[src/rtl/mips_muldiv_pkg.sv]
// Shared types and helpers for the HI/LO multiply/divide unit.
package mips_muldiv_pkg;

  localparam int unsigned WIDTH = 32;

  typedef enum logic [2:0] {
    OpMult  = 3'd0,
    OpMultu = 3'd1,
    OpDiv   = 3'd2,
    OpDivu  = 3'd3,
    OpMthi  = 3'd4,
    OpMtlo  = 3'd5,
    OpRsv6  = 3'd6,
    OpRsv7  = 3'd7
  } muldiv_op_t;

  typedef enum logic [1:0] {
    StIdle,
    StMul,
    StDiv,
    StFix
  } muldiv_state_t;

  // Two's-complement magnitude; 0x80000000 maps to itself, read as unsigned.
  function automatic logic [WIDTH-1:0] abs_val(input logic [WIDTH-1:0] v);
    return v[WIDTH-1] ? -v : v;
  endfunction

endpackage

[src/rtl/muldiv_step.sv]
// One iteration of the shared datapath: shift-add multiply or restoring divide.
// Multiply: acc = {partial product high, remaining multiplier bits}.
// Divide:   acc = {partial remainder, remaining dividend / accumulated quotient}.
module muldiv_step #(
  parameter int unsigned WIDTH = 32
) (
  input  logic [2*WIDTH-1:0] acc,
  input  logic [WIDTH-1:0]   operand,
  input  logic               div_mode,
  output logic [2*WIDTH-1:0] acc_next
);

  logic [WIDTH:0] sum;
  logic [WIDTH:0] shifted;
  logic [WIDTH:0] diff;

  // Next accumulator for the selected mode
  always_comb begin
    sum     = {1'b0, acc[2*WIDTH-1:WIDTH]} + (acc[0] ? {1'b0, operand} : '0);
    // Partial remainder shifted left with the next dividend bit brought in
    shifted = acc[2*WIDTH-1:WIDTH-1];
    diff    = shifted - {1'b0, operand};
    if (div_mode) begin
      // A set top bit means the trial subtraction borrowed: restore
      if (diff[WIDTH]) begin
        acc_next = {shifted[WIDTH-1:0], acc[WIDTH-2:0], 1'b0};
      end else begin
        acc_next = {diff[WIDTH-1:0], acc[WIDTH-2:0], 1'b1};
      end
    end else begin
      // Carry out of the add lands in the top bit after the right shift
      acc_next = {sum, acc[WIDTH-1:1]};
    end
  end

endmodule

[src/rtl/hilo_muldiv_unit.sv]
// Iterative MULT/MULTU/DIV/DIVU unit with architectural HI/LO registers.
module hilo_muldiv_unit #(
  parameter int unsigned WIDTH = 32,
  parameter int unsigned ITER  = 32  // one result bit per iteration, so must equal WIDTH
) (
  input  logic             clk,
  input  logic             reset,
  input  logic             start,
  input  logic [2:0]       op,
  input  logic [WIDTH-1:0] rs_data,
  input  logic [WIDTH-1:0] rt_data,
  output logic             busy,
  output logic             done,
  output logic             div_by_zero,
  output logic [WIDTH-1:0] hi,
  output logic [WIDTH-1:0] lo
);

  import mips_muldiv_pkg::*;

  localparam int unsigned CntW = (ITER > 1) ? $clog2(ITER) : 1;

  muldiv_state_t      state_q, state_d;
  logic [CntW-1:0]    cnt_q, cnt_d;
  logic [2*WIDTH-1:0] acc_q, acc_d, step_acc, prod;
  logic [WIDTH-1:0]   opnd_q, opnd_d;
  logic [WIDTH-1:0]   hi_q, hi_d, lo_q, lo_d;
  logic [WIDTH-1:0]   rs_mag, rt_mag, quo, rem;
  logic               sign_q, sign_d, rsign_q, rsign_d, div_q, div_d;
  logic               busy_q, busy_d, done_q, done_d, dbz_q, dbz_d;
  logic               signed_op;
  muldiv_op_t         op_dec;

  assign op_dec    = muldiv_op_t'(op);
  assign signed_op = (op_dec == OpMult) || (op_dec == OpDiv);
  assign rs_mag    = signed_op ? abs_val(rs_data) : rs_data;
  assign rt_mag    = signed_op ? abs_val(rt_data) : rt_data;

  assign quo  = acc_q[WIDTH-1:0];
  assign rem  = acc_q[2*WIDTH-1:WIDTH];
  assign prod = sign_q ? -acc_q : acc_q;

  muldiv_step #(
    .WIDTH(WIDTH)
  ) u_step (
    .acc      (acc_q),
    .operand  (opnd_q),
    .div_mode (div_q),
    .acc_next (step_acc)
  );

  // Next-state logic: issue decode, iteration, and sign fix-up
  always_comb begin
    state_d = state_q;
    cnt_d   = cnt_q;
    acc_d   = acc_q;
    opnd_d  = opnd_q;
    sign_d  = sign_q;
    rsign_d = rsign_q;
    div_d   = div_q;
    hi_d    = hi_q;
    lo_d    = lo_q;
    busy_d  = busy_q;
    done_d  = 1'b0;
    dbz_d   = 1'b0;

    case (state_q)
      StIdle: begin
        if (start) begin
          case (op_dec)
            OpMult, OpMultu: begin
              acc_d   = {{WIDTH{1'b0}}, rt_mag};
              opnd_d  = rs_mag;
              sign_d  = signed_op & (rs_data[WIDTH-1] ^ rt_data[WIDTH-1]);
              rsign_d = 1'b0;
              div_d   = 1'b0;
              cnt_d   = CntW'(ITER - 1);
              busy_d  = 1'b1;
              state_d = StMul;
            end
            OpDiv, OpDivu: begin
              if (rt_data == '0) begin
                // Retire immediately; HI/LO keep their old contents
                done_d = 1'b1;
                dbz_d  = 1'b1;
              end else begin
                acc_d   = {{WIDTH{1'b0}}, rs_mag};
                opnd_d  = rt_mag;
                sign_d  = signed_op & (rs_data[WIDTH-1] ^ rt_data[WIDTH-1]);
                rsign_d = signed_op & rs_data[WIDTH-1];
                div_d   = 1'b1;
                cnt_d   = CntW'(ITER - 1);
                busy_d  = 1'b1;
                state_d = StDiv;
              end
            end
            OpMthi: begin
              hi_d   = rs_data;
              done_d = 1'b1;
            end
            OpMtlo: begin
              lo_d   = rs_data;
              done_d = 1'b1;
            end
            default: ;
          endcase
        end
      end
      StMul, StDiv: begin
        acc_d = step_acc;
        if (cnt_q == '0) begin
          state_d = StFix;
        end else begin
          cnt_d = cnt_q - 1'b1;
        end
      end
      StFix: begin
        if (div_q) begin
          lo_d = sign_q ? -quo : quo;
          hi_d = rsign_q ? -rem : rem;
        end else begin
          {hi_d, lo_d} = prod;
        end
        busy_d  = 1'b0;
        done_d  = 1'b1;
        state_d = StIdle;
      end
      default: state_d = StIdle;
    endcase
  end

  // State and datapath registers; reset aborts any operation in flight
  always_ff @(posedge clk) begin
    if (reset) begin
      state_q <= StIdle;
      cnt_q   <= '0;
      acc_q   <= '0;
      opnd_q  <= '0;
      sign_q  <= 1'b0;
      rsign_q <= 1'b0;
      div_q   <= 1'b0;
      hi_q    <= '0;
      lo_q    <= '0;
      busy_q  <= 1'b0;
      done_q  <= 1'b0;
      dbz_q   <= 1'b0;
    end else begin
      state_q <= state_d;
      cnt_q   <= cnt_d;
      acc_q   <= acc_d;
      opnd_q  <= opnd_d;
      sign_q  <= sign_d;
      rsign_q <= rsign_d;
      div_q   <= div_d;
      hi_q    <= hi_d;
      lo_q    <= lo_d;
      busy_q  <= busy_d;
      done_q  <= done_d;
      dbz_q   <= dbz_d;
    end
  end

  assign busy        = busy_q;
  assign done        = done_q;
  assign div_by_zero = dbz_q;
  assign hi          = hi_q;
  assign lo          = lo_q;

endmodule

[config.mk]
export PLATFORM = sky130hd
export DESIGN_NAME = hilo_muldiv_unit
export DESIGN_NICKNAME = d
export VERILOG_FILES = /design/src/rtl/mips_muldiv_pkg.sv /design/src/rtl/muldiv_step.sv /design/src/rtl/hilo_muldiv_unit.sv
export SDC_FILE = /design/constraint.sdc
export NUM_CORES = 1
export LEC_CHECK = 0
export CORE_MARGIN = 2
export CORE_UTILIZATION = 64
export DETAILED_ROUTE_END_ITERATION = 8
export HOLD_SLACK_MARGIN = 0.12
export PLACE_DENSITY = 0.95
export SLEW_MARGIN = 20
export SYNTH_ARGS = -nofsm -noshare
export SYNTH_HDL_FRONTEND = slang
export SYNTH_SLANG_ARGS = --single-unit
[constraint.sdc]
create_clock -name clk -period 5.3 [get_ports clk]
set_input_delay 1.06 -clock clk [delete_from_list [all_inputs] [get_ports clk]]
set_output_delay 1.06 -clock clk [all_outputs]
set_load 0.03 [all_outputs]
==> flow_metrics.py <==
metrics = {
    "power": {
        "swShare": 0.487,
        "internal-power_w": 0.00331,
        "clock_power_share": 0.208,
        "powerDensity_mw_per_mm2": 385,
        "p_comb_frac": 0.509,
        "power.switching_w": 0.00313,
        "static-leakage-power_nw": 6.57,
        "ir_drop_v": 0.000256,
        "p_seq_frac": 0.283,
    },
    "sta": {
        "worst_pin_slew_ps": 1080,
        "finalSetupTns_ps": 0,
        "setup_viol": 0,
        "slew_viol_final": 0,
        "fmax_mhz": 228,
        "fin_skew_ps": 23.2,
        "hold_viol_final": 0,
        "hold_ws_ps": 462,
        "slew_headroom": 0.280,
        "period_minus_slack_ps": 4390,
        "period_share": 0.827,
        "rsz0062_at_grt": "no",
    },
    "setup_path": {
        "crit_chain": "inv_1 > nor2_1 > ha_1 > a21o_1 > nor2b_1 > a211oi_1 > o311ai_0 > nand3_1 > a41oi_1 > nor2_1 > mux2_2 > a221oi_1 > o311a_1",
        "cp_max_fo": 18,
        "slowest_delay_ps": 640,
        "cpMostUsedCell": "nor2_1",
        "slowest_stage": "o311ai_0",
        "rr_endpoint": "acc_q[61]",
        "r2r_slack_ps": 910,
        "regToRegStartpoint": "acc_q[0]",
        "end_kind": "flop",
        "required_ps": 5690,
        "reg2reg_depth": 13,
        "worstPathArrival_ps": 4780,
        "startpoint_type": "flop",
        "crit_type": "flop to flop",
    },
    "clocking": {
        "post_cts_resized": 0,
        "clk_path_buf_depth": 2,
        "cts.sinks": 173,
        "path_clk_slew_ps": 80,
        "clockRootBuffer": "clkbuf_16",
        "hold_buffers": 0,
        "postCtsSetupBuffers": 0,
        "clk_latency_ps": 460,
        "cts_tree": "done",
        "cts_buffers": 17,
        "h-tree-depth": 4,
    },
    "synthesis": {
        "synth_top_family_by_area": "compound AO/OA/AOI/OAI gates",
        "synth.area.top_cells": "dfxtp_1 (24%), nor2_1 (8.7%), ha_1 (6.5%)",
        "ys_seq_elements": 173,
        "yosysMostFrequentCell": "nor2_1",
        "synth.distinct_cells": 87,
        "synthArstFlopShare": 0,
        "ys_top_cells_by_count": "nor2_1 (339), a21oi_1 (180), dfxtp_1 (173), nand2_1 (121), a211oi_1 (104)",
        "synth_ff_type": "dfxtp_1",
        "yosys.area.top_type": "dfxtp_1",
        "synth_nets": 2151,
        "synthXorXnorAreaFrac": 0.103,
        "synth_edf_count": 0,
        "synth_fa_ha_area_frac": 0.0676,
        "synth_compound_area_frac": 0.272,
        "yosys.area.top_type_share": 0.236,
        "synth_cells": 2003,
        "syn_area_mm2": 0.0147,
        "yosysWarnings": 0,
        "synth_area_per_cell_um2": 7.32,
        "synth.area.mux_share": 0.0429,
        "synthSimpleGateAreaFrac": 0.224,
        "synth-seq-area-share": 0.236,
    },
    "placement": {
        "place_hpwl_um": 40300,
        "place.gp.congestion": 1.03,
        "io_buffers": 136,
        "place_inst": 2323,
    },
    "global_route": {
        "grt_max_degree": 79,
        "grt.total_usage": 0.433,
        "grt_pass1_wl_um": 81900,
        "overflow": 0,
        "antenna_found_initial": 2,
        "grt_pass1_vias": 14700,
    },
    "detailed_routing": {
        "vias": 16100,
        "drt_iter0_markers": 2041,
        "drt-vias-per-instance": 6.82,
        "ant_nets": 0,
        "wl_per_cell_um": 22.6,
        "firstDrtPassIters": 9,
        "drc": 0,
        "wl_um": 53200,
    },
    "min_path": {
        "min_to": "hi[28]",
        "hold_class": "flop to flop",
        "hold_path_depth": 1,
        "hold_path_startpoint": "hi[28]",
    },
    "floorplanning": {
        "coreArea_mm2": 0.0226,
        "die_area_mm2": 0.0241,
        "die_w_um": 155,
        "placementRows": 55,
        "die_y_um": 155,
        "initial_core_util": 0.649,
        "floorplan.io_pins": 137,
    },
    "flow_run": {
        "drv_cap": 0,
    },
    "cells_and_area": {
        "antenna_cells": 0,
        "nets": 2205,
        "drive_gt1_frac": 0.0473,
        "areaGrowthSynthToFinish_pct": 14.1,
        "stdcell_count": 2355,
    },
    "outcome": {
        "status": "complete, no violations",
    },
}
## routing by layer
metal  track usage  vias up  wire length [um]
met5             0        -                27
met4         0.244        4              3290
met3         0.114      192              6930
met2         0.649     1087             22200
met1         0.566     7410             20700
li1              -     7377                 -
## state kept, by name, summed over array words and instances (netlist names)
name	cells
done	1
div_q	1
opnd_q	32
div_by_zero	1
rsign_q	1
hi	32
cnt_q	5
acc_q	64
busy	1
state_q	2
lo	32
sign_q	1
## placed cells by master, fill, tap and decap left out, types with 9 or more instances in the layout
master	instances
xor2_1	86
dfxtp_1	172
nand2_1	121
o211ai_1	11
nor4_1	20
ha_1	74
a211oi_1	104
nand2b_1	17
clkbuf_16	17
a22oi_1	13
xnor2_1	87
buf_4	27
a21oi_1	180
or4_1	9
nor3_1	98
a21o_1	46
and2_1	12
o221ai_1	15
inv_1	74
a221oi_1	25
nand4_1	14
clkdlybuf4s50_1	135
o31ai_1	22
nor2b_1	11
nor2_1	337
mux2i_1	55
o41ai_1	15
a31oi_1	14
o21ai_0	80
nand3_1	14
or3_1	21
## area by class of cell
type                            count  area [um^2]
Clock inverter                     15          188
Fill cell                        1796         5850
Tap cell                          285          357
Timing Repair Buffer              163         1570
Inverter                           76          285
Sequential cell                   173         3460
Multi-Input combinational cell   1626        10400
Clock buffer                       17          425
## power groups by stage
stage	sequential, W	combinational, W	clock (W)
5_1_grt	0.00184	0.00351	0.00137
3_5_place_dp	0.00182	0.00314	0
3_3_place_gp	0.00181	0.00305	0
2_1_floorplan	0.00176	0.00227	0
6_report	0.00182	0.00328	0.00134
4_1_cts	0.00180	0.00317	0.00132
## how the worst max path moves through the flow
stage                            from         to  slack (ps)  depth (start not counted)
final                        acc_q[0]  acc_q[61]         910                         13
after global routing         acc_q[0]  acc_q[61]         610                         13
after CTS                    acc_q[0]  acc_q[61]        1030                         13
after detailed placement  rt_data[13]  acc_q[22]         670                         10
after global placement    rt_data[13]  acc_q[51]         790                         12
after floorplan           rt_data[23]  acc_q[47]        1530                         11
## worst max-delay path, delay by kind of cell (launching register included)
| family | cells | cell delay [ps] |
|---|---|---|
| fa+ha+maj | 1 | 330 |
| mux | 1 | 290 |
| compound gates | 6 | 1850 |
| simple gates | 4 | 740 |
| flops | 1 | 630 |
| buf+inv | 1 | 470 |
## through the flow
stage / util / worst slack, ps / total power [W] / instance area (um^2)
5_1_grt: 0.741 / 611 / 0.00672 / 16700
3_5_place_dp: 0.714 / 674 / 0.00496 / 16100
2_1_floorplan: - / 1530 / 0.00403 / 14700
6_report: 0.741 / 914 / 0.00644 / 16700
4_1_cts: 0.741 / 1030 / 0.00629 / 16700
3_3_place_gp: 0.714 / 788 / 0.00486 / 16100
## kinds of logic (layout without fill, tap and decap cells)
family,count (synthesis),count (layout)
AOI/OAI and AO/OA,598,598
adders and majority gates,78,78
buffers and inverters,204,271
xor gates and xnor gates,173,173
DFF,173,173
and+or+nand+nor,715,715
muxes,62,62
(Power assumes the default switching activity.)
==> RTL change: new RTL, config.mk and constraints unchanged <==
Take the reset off `lo_q` and load it in a clocked block of its own.
--- a/src/rtl/hilo_muldiv_unit.sv
+++ b/src/rtl/hilo_muldiv_unit.sv
@@ -141,5 +141,4 @@
       div_q   <= 1'b0;
       hi_q    <= '0;
-      lo_q    <= '0;
       busy_q  <= 1'b0;
       done_q  <= 1'b0;
@@ -154,9 +153,12 @@
       div_q   <= div_d;
       hi_q    <= hi_d;
-      lo_q    <= lo_d;
       busy_q  <= busy_d;
       done_q  <= done_d;
       dbz_q   <= dbz_d;
     end
+  end
+
+  always_ff @(posedge clk) begin
+    lo_q <= lo_d;
   end
 
Function: changed (a bounded check fails within 4 cycles, from zero or initial values and one cycle with reset high).
==> RTL change against the original RTL <==
  * Cell area grew 2.7%
  * Largest power group unchanged
  * Setup slack lost 0.31 ns
  * Sequential share of layout area grew 1.3 points
  * Sequential cell count is the same
  * Routed wire length grew 8.4%
  * Power grew 5.8%
  * The run now ends with design-rule violations left
  * Synthesized area grew 3.2%
==> RTL change: results (changes against the original RTL) <==
outcome complete, but fails checks; failing checks design-rule violations; post-synth net total 2133 (-0.84%); Non-Filler Instances 2368 (+0.55%); fraction of area in multi-input gates 0.618 (-0.00513); Signal buf overhead 0.0887 (-0.00540); dpl cells 2336 (+0.56%); crit path launch acc_q[0]$_SDFFE_PP0P_; largest net degree at the start of global routing 73 (-7.6%); share of the synthesized area in the top cell type 0.187 (-0.0496); final net count 2184 (-0.95%); ClkCell Share 0.0343 (-0.00235); hold-critical path depth 2 (+1); DR vias/cell 7.01 (+2.7%); Area after DPL 16600 um2 (+3.0%); FILL cells 1857 (+3.4%); CP arrival 4.98 ns (+0.20 ns); first-pass GRT wire length 86.1 mm (+5.2%); final core occ 0.736 (-0.00469); Non-clk invs 68 (-11%); drt drc 17 (+17); Internal 3580 uW (+8.3%); GPL Wtd Cong 1.01 (-1.6%); Leak Pwr 0.00665 uW (+1.3%); FF-to-FF setup slack 0.61 ns (-0.31 ns); largest cells by area after synthesis dfxtp_1 (19%), nor2_1 (7.0%), edfxtp_1 (6.4%); all-layer global routing usage 0.455 (+0.0221); hold_sp opnd_q[22]$_SDFFE_PP0P_; Multi-In Gates 1618 (-0.49%); wire per inst 24.3 um (+7.8%); Crit-path slowest cell nor4_2; number of flops mapped to enable cells by yosys 32 (+32); post-synth cell types 84 (-3.4%); layout buffer count excluding clock buffers 158 (-3.1%); Reg2Reg Depth 10 (-3); clk root buf clkbuf_16; post-DP HPWL 43.3 mm (+7.6%); register area 3780 um2 (+9.2%); worst hold margin 0.463 ns (+0.000610 ns); Initial DRC Count 2376 (+16%); slowest stage delay, CP 1.02 ns (+0.38 ns); initial antenna violation count 0 (-2); Post-Place Worst Slack 0.885 ns (+0.212 ns); Worst-Margin Slew 1.14 ns (+0.0629 ns); final setup skew 0.0155 ns (-0.00767 ns); maximum vdd drop 0.453 mV (+77%); layout cells sized above 1 0.0591 (+0.0117); Worst R2R End hi[12]$_SDFFE_PP0P_; Synth Instances 1985 (-0.90%); Crit Path Max Fanout 25 (+7); sequential share of the synthesized area 0.250 (+0.0140); vias in the first global route 15342 (+4.4%); most frequent cells after synthesis nor2_1 (280), a21oi_1 (166), dfxtp_1 (141); Largest register FFs 64 (unchanged); hold path endpoint opnd_q[22]$_SDFFE_PP0P_
-- RTL change: logic make-up (layout without fill, tap and decap cells) --
logic type	after synthesis	count (layout)	share of synthesized area
AOI/OAI and AO/OA	605	605	0.263
and+or+nand+nor	687	687	0.218
buffers and inverters	194	258	0.0501
DFF	173	173	0.250
muxes	80	80	0.0554
adders and majority gates	78	78	0.0655
xor gates and xnor gates	168	168	0.0973
-- RTL change: worst max path at each step --
stage	endpoint	slack [ns]
after floorplan	lo[0]$_DFFE_PP_	1.18
after global placement	acc_q[60]$_SDFFE_PP0P_	0.94
after detailed placement	acc_q[60]$_SDFFE_PP0P_	0.89
after CTS	acc_q[60]$_SDFFE_PP0P_	1.04
after global routing	hi[12]$_SDFFE_PP0P_	0.58
final	hi[12]$_SDFFE_PP0P_	0.61
-- RTL change: power by group through the flow --
stage / Combinational [uW] / Sequential [uW] / Clock (uW)
3_3_place_gp: 3260 / 1990 / 0
4_1_cts: 3360 / 1970 / 1300
6_report: 3480 / 2010 / 1320
3_5_place_dp: 3330 / 2000 / 0
5_1_grt: 3740 / 2010 / 1360
2_1_floorplan: 2430 / 1880 / 0
-- RTL change: critical path, delay by kind of cell (launching register included) --
family          cells  cell delay (ns)
fa+ha+maj           1             0.33
buf+inv             1             0.80
flops               1             0.44
simple gates        3             1.63
compound gates      4             0.93
xor+xnor            1             0.41
-- RTL change: layer usage --
metal	part of all wire	wire (um)	vias to the layer above	global-route usage
met5	0	0	-	0.00828
met4	0.075	4330	0	0.308
met3	0.13	7770	296	0.135
met2	0.42	24000	1239	0.674
met1	0.37	21500	7660	0.571
li1	-	-	7394	-
